--- src/rtl/instr_mem_loader.sv ---
// Byte-stream to instruction-RAM loader: packs big-endian words, writes them, stops on HALT_WORD.
// Optional LOADER_CHECKSUM_EN adds a trailing XOR checksum byte check (state CHK).
module instr_mem_loader #(
  parameter int                NB_BITS   = 32,
  parameter int                NB_BYTE   = 8,
  parameter int                RAM_DEPTH = 10,
  parameter logic [NB_BITS-1:0] HALT_WORD = 32'hFFFF_FFFF
) (
  input  logic                   i_clk,
  input  logic                   i_rst,
  input  logic                   i_start,
  input  logic [NB_BYTE-1:0]     i_byte,
  input  logic                   i_byte_valid,
  output logic                   o_byte_ready,
  output logic [RAM_DEPTH-3:0]   o_mem_addr,
  output logic [NB_BITS-1:0]     o_mem_data,
  output logic                   o_mem_wea,
  output logic                   o_mem_ena,
  output logic                   o_busy,
  output logic                   o_done,
  output logic                   o_overflow,
  output logic                   o_chk_err,
  output logic [RAM_DEPTH-2:0]   o_word_count
);

  localparam int NB_WADDR       = RAM_DEPTH - 2;
  localparam int BYTES_PER_WORD = NB_BITS / NB_BYTE;
  localparam int NB_BCNT        = (BYTES_PER_WORD > 1) ? $clog2(BYTES_PER_WORD) : 1;
  localparam logic [NB_BCNT-1:0]  LAST_BYTE = NB_BCNT'(BYTES_PER_WORD - 1);
  localparam logic [NB_WADDR-1:0] LAST_ADDR = '1;

  // IDLE wait start | RECV take bytes | WRITE one-cycle RAM write | CHK checksum byte | DONE halt seen | ERR overflow/checksum
  typedef enum logic [2:0] {
    S_IDLE,
    S_RECV,
    S_WRITE,
`ifdef LOADER_CHECKSUM_EN
    S_CHK,
`endif
    S_DONE,
    S_ERR
  } state_t;

  state_t                r_state;
  logic [NB_BCNT-1:0]    r_bcnt;
  logic [NB_WADDR-1:0]   r_addr;
  logic [NB_BITS-1:0]    r_word;
  logic [RAM_DEPTH-2:0]  r_word_count;
  logic                  r_byte_ready;
  logic [NB_WADDR-1:0]   r_mem_addr;
  logic [NB_BITS-1:0]    r_mem_data;
  logic                  r_mem_wea;
  logic                  r_busy;
  logic                  r_done;
  logic                  r_overflow;
`ifdef LOADER_CHECKSUM_EN
  logic [NB_BYTE-1:0]    r_xor;
  logic                  r_chk_err;
`endif

  logic                  w_accept;
  logic [NB_BITS-1:0]    w_word_next;

  assign w_accept    = i_byte_valid & r_byte_ready;
  assign w_word_next = {r_word[NB_BITS-NB_BYTE-1:0], i_byte};

  always_ff @(posedge i_clk or negedge i_rst) begin
    if (!i_rst) begin
      r_state      <= S_IDLE;
      r_bcnt       <= '0;
      r_addr       <= '0;
      r_word       <= '0;
      r_word_count <= '0;
      r_byte_ready <= 1'b0;
      r_mem_addr   <= '0;
      r_mem_data   <= '0;
      r_mem_wea    <= 1'b0;
      r_busy       <= 1'b0;
      r_done       <= 1'b0;
      r_overflow   <= 1'b0;
`ifdef LOADER_CHECKSUM_EN
      r_xor        <= '0;
      r_chk_err    <= 1'b0;
`endif
    end else begin
      r_mem_wea <= 1'b0;
      if (i_start) begin
        // Restart wins over everything, including a byte offered in the same cycle.
        r_state      <= S_RECV;
        r_bcnt       <= '0;
        r_addr       <= '0;
        r_word       <= '0;
        r_word_count <= '0;
        r_byte_ready <= 1'b1;
        r_busy       <= 1'b1;
        r_done       <= 1'b0;
        r_overflow   <= 1'b0;
`ifdef LOADER_CHECKSUM_EN
        r_xor        <= '0;
        r_chk_err    <= 1'b0;
`endif
      end else begin
        case (r_state)
          S_RECV: begin
            if (w_accept) begin
              r_word <= w_word_next;
`ifdef LOADER_CHECKSUM_EN
              r_xor  <= r_xor ^ i_byte;
`endif
              if (r_bcnt == LAST_BYTE) begin
                r_bcnt       <= '0;
                r_state      <= S_WRITE;
                r_byte_ready <= 1'b0;
                r_mem_wea    <= 1'b1;
                r_mem_addr   <= r_addr;
                r_mem_data   <= w_word_next;
              end else begin
                r_bcnt <= r_bcnt + NB_BCNT'(1);
              end
            end
          end
          S_WRITE: begin
            r_word_count <= r_word_count + (RAM_DEPTH-1)'(1);
            if (r_word == HALT_WORD) begin
`ifdef LOADER_CHECKSUM_EN
              r_state      <= S_CHK;
              r_byte_ready <= 1'b1;
`else
              r_state      <= S_DONE;
              r_done       <= 1'b1;
              r_busy       <= 1'b0;
`endif
            end else if (r_addr == LAST_ADDR) begin
              r_state    <= S_ERR;
              r_overflow <= 1'b1;
              r_busy     <= 1'b0;
            end else begin
              r_addr       <= r_addr + NB_WADDR'(1);
              r_state      <= S_RECV;
              r_byte_ready <= 1'b1;
            end
          end
`ifdef LOADER_CHECKSUM_EN
          S_CHK: begin
            if (w_accept) begin
              r_byte_ready <= 1'b0;
              r_busy       <= 1'b0;
              if (i_byte == r_xor) begin
                r_state <= S_DONE;
                r_done  <= 1'b1;
              end else begin
                r_state   <= S_ERR;
                r_chk_err <= 1'b1;
              end
            end
          end
`endif
          default: begin
          end
        endcase
      end
    end
  end

  assign o_byte_ready = r_byte_ready;
  assign o_mem_addr   = r_mem_addr;
  assign o_mem_data   = r_mem_data;
  assign o_mem_wea    = r_mem_wea;
  assign o_mem_ena    = r_mem_wea;
  assign o_busy       = r_busy;
  assign o_done       = r_done;
  assign o_overflow   = r_overflow;
  assign o_word_count = r_word_count;
`ifdef LOADER_CHECKSUM_EN
  assign o_chk_err    = r_chk_err;
`else
  assign o_chk_err    = 1'b0;
`endif

endmodule
--- config.mk ---
export PLATFORM = sky130hd
export DESIGN_NAME = instr_mem_loader
export DESIGN_NICKNAME = d
export VERILOG_FILES = /design/src/rtl/instr_mem_loader.sv
export SDC_FILE = /design/constraint.sdc
export NUM_CORES = 1
export LEC_CHECK = 0
export ABC_AREA = 1
export ABC_CLOCK_PERIOD_IN_PS = 1750
export CORE_ASPECT_RATIO = 1.4
export CORE_MARGIN = 5
export CORE_UTILIZATION = 35
export CTS_CLUSTER_DIAMETER = 50
export DETAILED_ROUTE_END_ITERATION = 8
export GPL_ROUTABILITY_DRIVEN = 0
export PLACE_DENSITY = 0.55
export REMOVE_ABC_BUFFERS = 1
export SYNTH_ARGS = -nofsm -noshare
export SYNTH_HDL_FRONTEND = slang
export SYNTH_SLANG_ARGS = --single-unit
--- constraint.sdc ---
create_clock -name i_clk -period 1.75 [get_ports i_clk]
set_input_delay 0.175 -clock i_clk [delete_from_list [all_inputs] [get_ports i_clk]]
set_output_delay 0.175 -clock i_clk [all_outputs]
set_load 0.1 [all_outputs]
==> impl_metrics.py <==
metrics = {
    "run_status": {
        "status": "finished clean",
    },
    "synth": {
        "ys_ff_latch": 99,
        "synth_area_sq_um": 4320,
        "ys_seq_area_frac": 0.574,
        "synth_ff_type": "dfrtp_1",
        "synth_edf_count": 0,
        "yosys-top-cells-area": "dfrtp_1, nand2_1, inv_1",
        "synth_top_area_share": 0.574,
        "synth_warnings": 0,
        "synth_common_cells": "nand2_1, dfrtp_1, inv_1",
        "synth.distinct_cells": 33,
        "yosysMostFrequentCell": "nand2_1",
        "avgSynthCellArea_sq_um": 9.05,
        "synthArstFlopShare": 1.00,
        "synthCells": 477,
        "yosysTopAreaCell": "dfrtp_1",
    },
    "floorplanning": {
        "num_rows": 48,
        "die_x_um": 104,
        "fp.dieH_um": 141,
        "ios": 68,
        "die-area_sq_um": 14700,
        "coreArea_sq_um": 12200,
        "start_util": 0.354,
    },
    "clocking": {
        "ctsResizeCount": 0,
        "cts_buffers": 9,
        "tritoncts": "done",
        "cts_sinks": 99,
        "clk_latency_ns": 0.34,
        "htree_levels": 3,
        "clock_path_buffers": 2,
        "cts_root_buffer": "clkbuf_16",
        "clkTransAtPathRegs_ns": 0.07,
    },
    "power_and_ir_drop": {
        "p_clk_frac": 0.408,
        "ir_worst_vdd_v": 0.000396,
        "leakage_uw": 0.00280,
        "switching_share": 0.239,
        "power_density_nw_per_um2": 843,
        "sequentialPowerShare": 0.509,
        "combPwrFrac": 0.083,
        "p_switching_uw": 1110,
        "intPower_uw": 3530,
    },
    "layout": {
        "fin_area_sq_um": 5500,
        "area_growth_pct": 27.4,
        "final_core_util": 0.451,
        "drive_gt1_frac": 0.219,
        "nNetsFinal": 576,
        "multi_input_area_sq_um": 1470,
        "final_cells": 715,
        "n_antenna_cell": 0,
        "ff_latch_area_sq_um": 2480,
        "fillers": 1200,
    },
    "routing": {
        "first_pass_iters": 4,
        "num_vias": 3299,
        "route.detailed.drc": 0,
        "drtAntennaViolNets": 0,
        "via_per_inst": 4.61,
        "initialDrtViolationCount": 109,
        "routed_wl_mm": 9.74,
        "wl_per_cell_um": 13.6,
    },
    "critical_path": {
        "cp-start-kind": "flop",
        "cp_common_cell": "nand2_1",
        "crit_fanout": 13,
        "crit_type": "reg2reg",
        "crit_path_end_kind": "flop",
        "cp.arrival_ns": 1.88,
        "cp.required_ns": 2.02,
        "cpPeakStageDelay_ns": 0.41,
        "critPathSlowestCell": "dfrtp_1",
        "crit_chain": "nand2_1, nor2_1, nand2_1, nor2_1, nand3_1, nand2_4, buf_4, nand2_1, o21ai_1",
    },
    "global_routing": {
        "grt_use_total": 0.137,
        "grt_pass1_vias": 3311,
        "grt_max_degree": 44,
        "antenna_found_initial": 0,
        "overflow": 0,
        "grt_pass1_wl_mm": 16.3,
    },
    "timing": {
        "setup_ws_ns": 0.142,
        "slew_viol_final": 0,
        "setup_viol": 0,
        "hold_viol_final": 0,
        "min_period_ns": 1.61,
        "whs_ns": 0.237,
        "finalClockSkew_ns": 0.00980,
        "finalCritPeriodShare": 0.919,
        "fmaxAchievable_ghz": 0.622,
    },
    "worst_hold_path": {
        "min_path_type": "in2async",
    },
    "placed_design": {
        "placed_area_sq_um": 5160,
        "dpl.cell_count": 692,
        "hpwl_mm": 7.12,
        "io_buffer_count": 66,
        "dp_slack_ns": -0.0281,
    },
    "job": {
        "max_cap_viol_count": 0,
    },
}
-- timing repair --
item | in CTS | in global routing
setup buffers | 0 | 7
hold buffers | 1 | 0
hold endpoints to repair | 56 | 0
setup endpoints to repair | 0 | 3
-- placed cells by master, fill, tap and decap left out, types with 9 or more instances in the layout --
master and instances:
nand2_1 157, dfrtp_1 99, buf_4 68, inv_1 55
nor2_1 23, o21ai_2 18, o21ai_1 14, o21ai_0 13
buf_12 12, a22oi_1 11, nand3_1 11, a21oi_1 10
clkdlybuf4s50_1 10, nor3_1 9, clkbuf_16 9
-- worst max-delay path, delay by kind of cell, from the launching register on --
| kind | cells | cell delay (ns) |
|---|---|---|
| buffers and inverters | 1 | 0.13 |
| AO/OA/AOI/OAI | 1 | 0.07 |
| flip-flops | 1 | 0.41 |
| AND/OR/NAND/NOR | 7 | 0.93 |
-- state kept, by name, summed over array words and instances (netlist names) --
register	cells
o_busy	1
o_byte_ready	1
o_done	1
o_mem_addr	8
o_mem_data	32
o_mem_ena	1
o_overflow	1
o_word_count	9
r_addr	8
r_bcnt	2
r_state	3
r_word	32
-- metal layers --
| layer | vias up | routed length [um] | global-route usage |
|---|---|---|---|
| li1 | 1669 | - | - |
| met1 | 1571 | 4210 | 0.163 |
| met2 | 46 | 5070 | 0.242 |
| met3 | 13 | 262 | 0.0246 |
| met4 | 0 | 197 | 0.0614 |
| met5 | - | 0 | 0 |
-- logic make-up after synthesis --
logic type / synth area share
buffers and inverters: 0.0869
adder cells (fa/ha/maj): 0.00869
AO/OA/AOI/OAI: 0.114
XOR/XNOR: 0.0122
other: 0.000868
flip-flops: 0.574
AND/OR/NAND/NOR: 0.203
-- power by group through the flow --
stage | clock, uW | combinational (uW) | sequential, uW
4_1_cts | 1940 | 374 | 2360
2_1_floorplan | 0 | 137 | 2460
6_report | 1890 | 386 | 2360
5_1_grt | 2040 | 427 | 2370
3_3_place_gp | 0 | 364 | 2400
3_5_place_dp | 0 | 371 | 2410
-- layout make-up --
cell class / count / area share
multi-input combinational: 299 / 0.266
tap: 150 / 0.0341
clock buffer: 14 / 0.0498
sequential: 99 / 0.450
timing repair buffer: 91 / 0.156
clock inverter: 1 / 0.00136
inverter: 61 / 0.0416
-- metrics by stage --
step                      power, uW  setup TNS (ns)
after CTS                      4680               0
after global placement         2770               0
after floorplan                2590          -50.99
after global routing           4830         -0.0289
final                          4640               0
after detailed placement       2780         -0.0281
-- path summary, 6_finish.rpt --
check | startpoint | endpoint | slack, ns | cells after the start
setup / recovery | r_word[5] | r_addr[6] | 0.14 | 9
hold / removal | i_rst | o_mem_data[5] | 0.24 | 2
setup reg to reg | r_word[5] | r_addr[6] | 0.14 | 9
hold reg to reg | o_mem_data[13] | o_mem_data[13] | 0.48 | 2
max in group asynchronous | i_rst | o_word_count[6] | 0.88 | 3
min in group i_clk | i_byte[0] | o_mem_data[0] | 0.42 | 3
(Power assumes the default switching activity.)
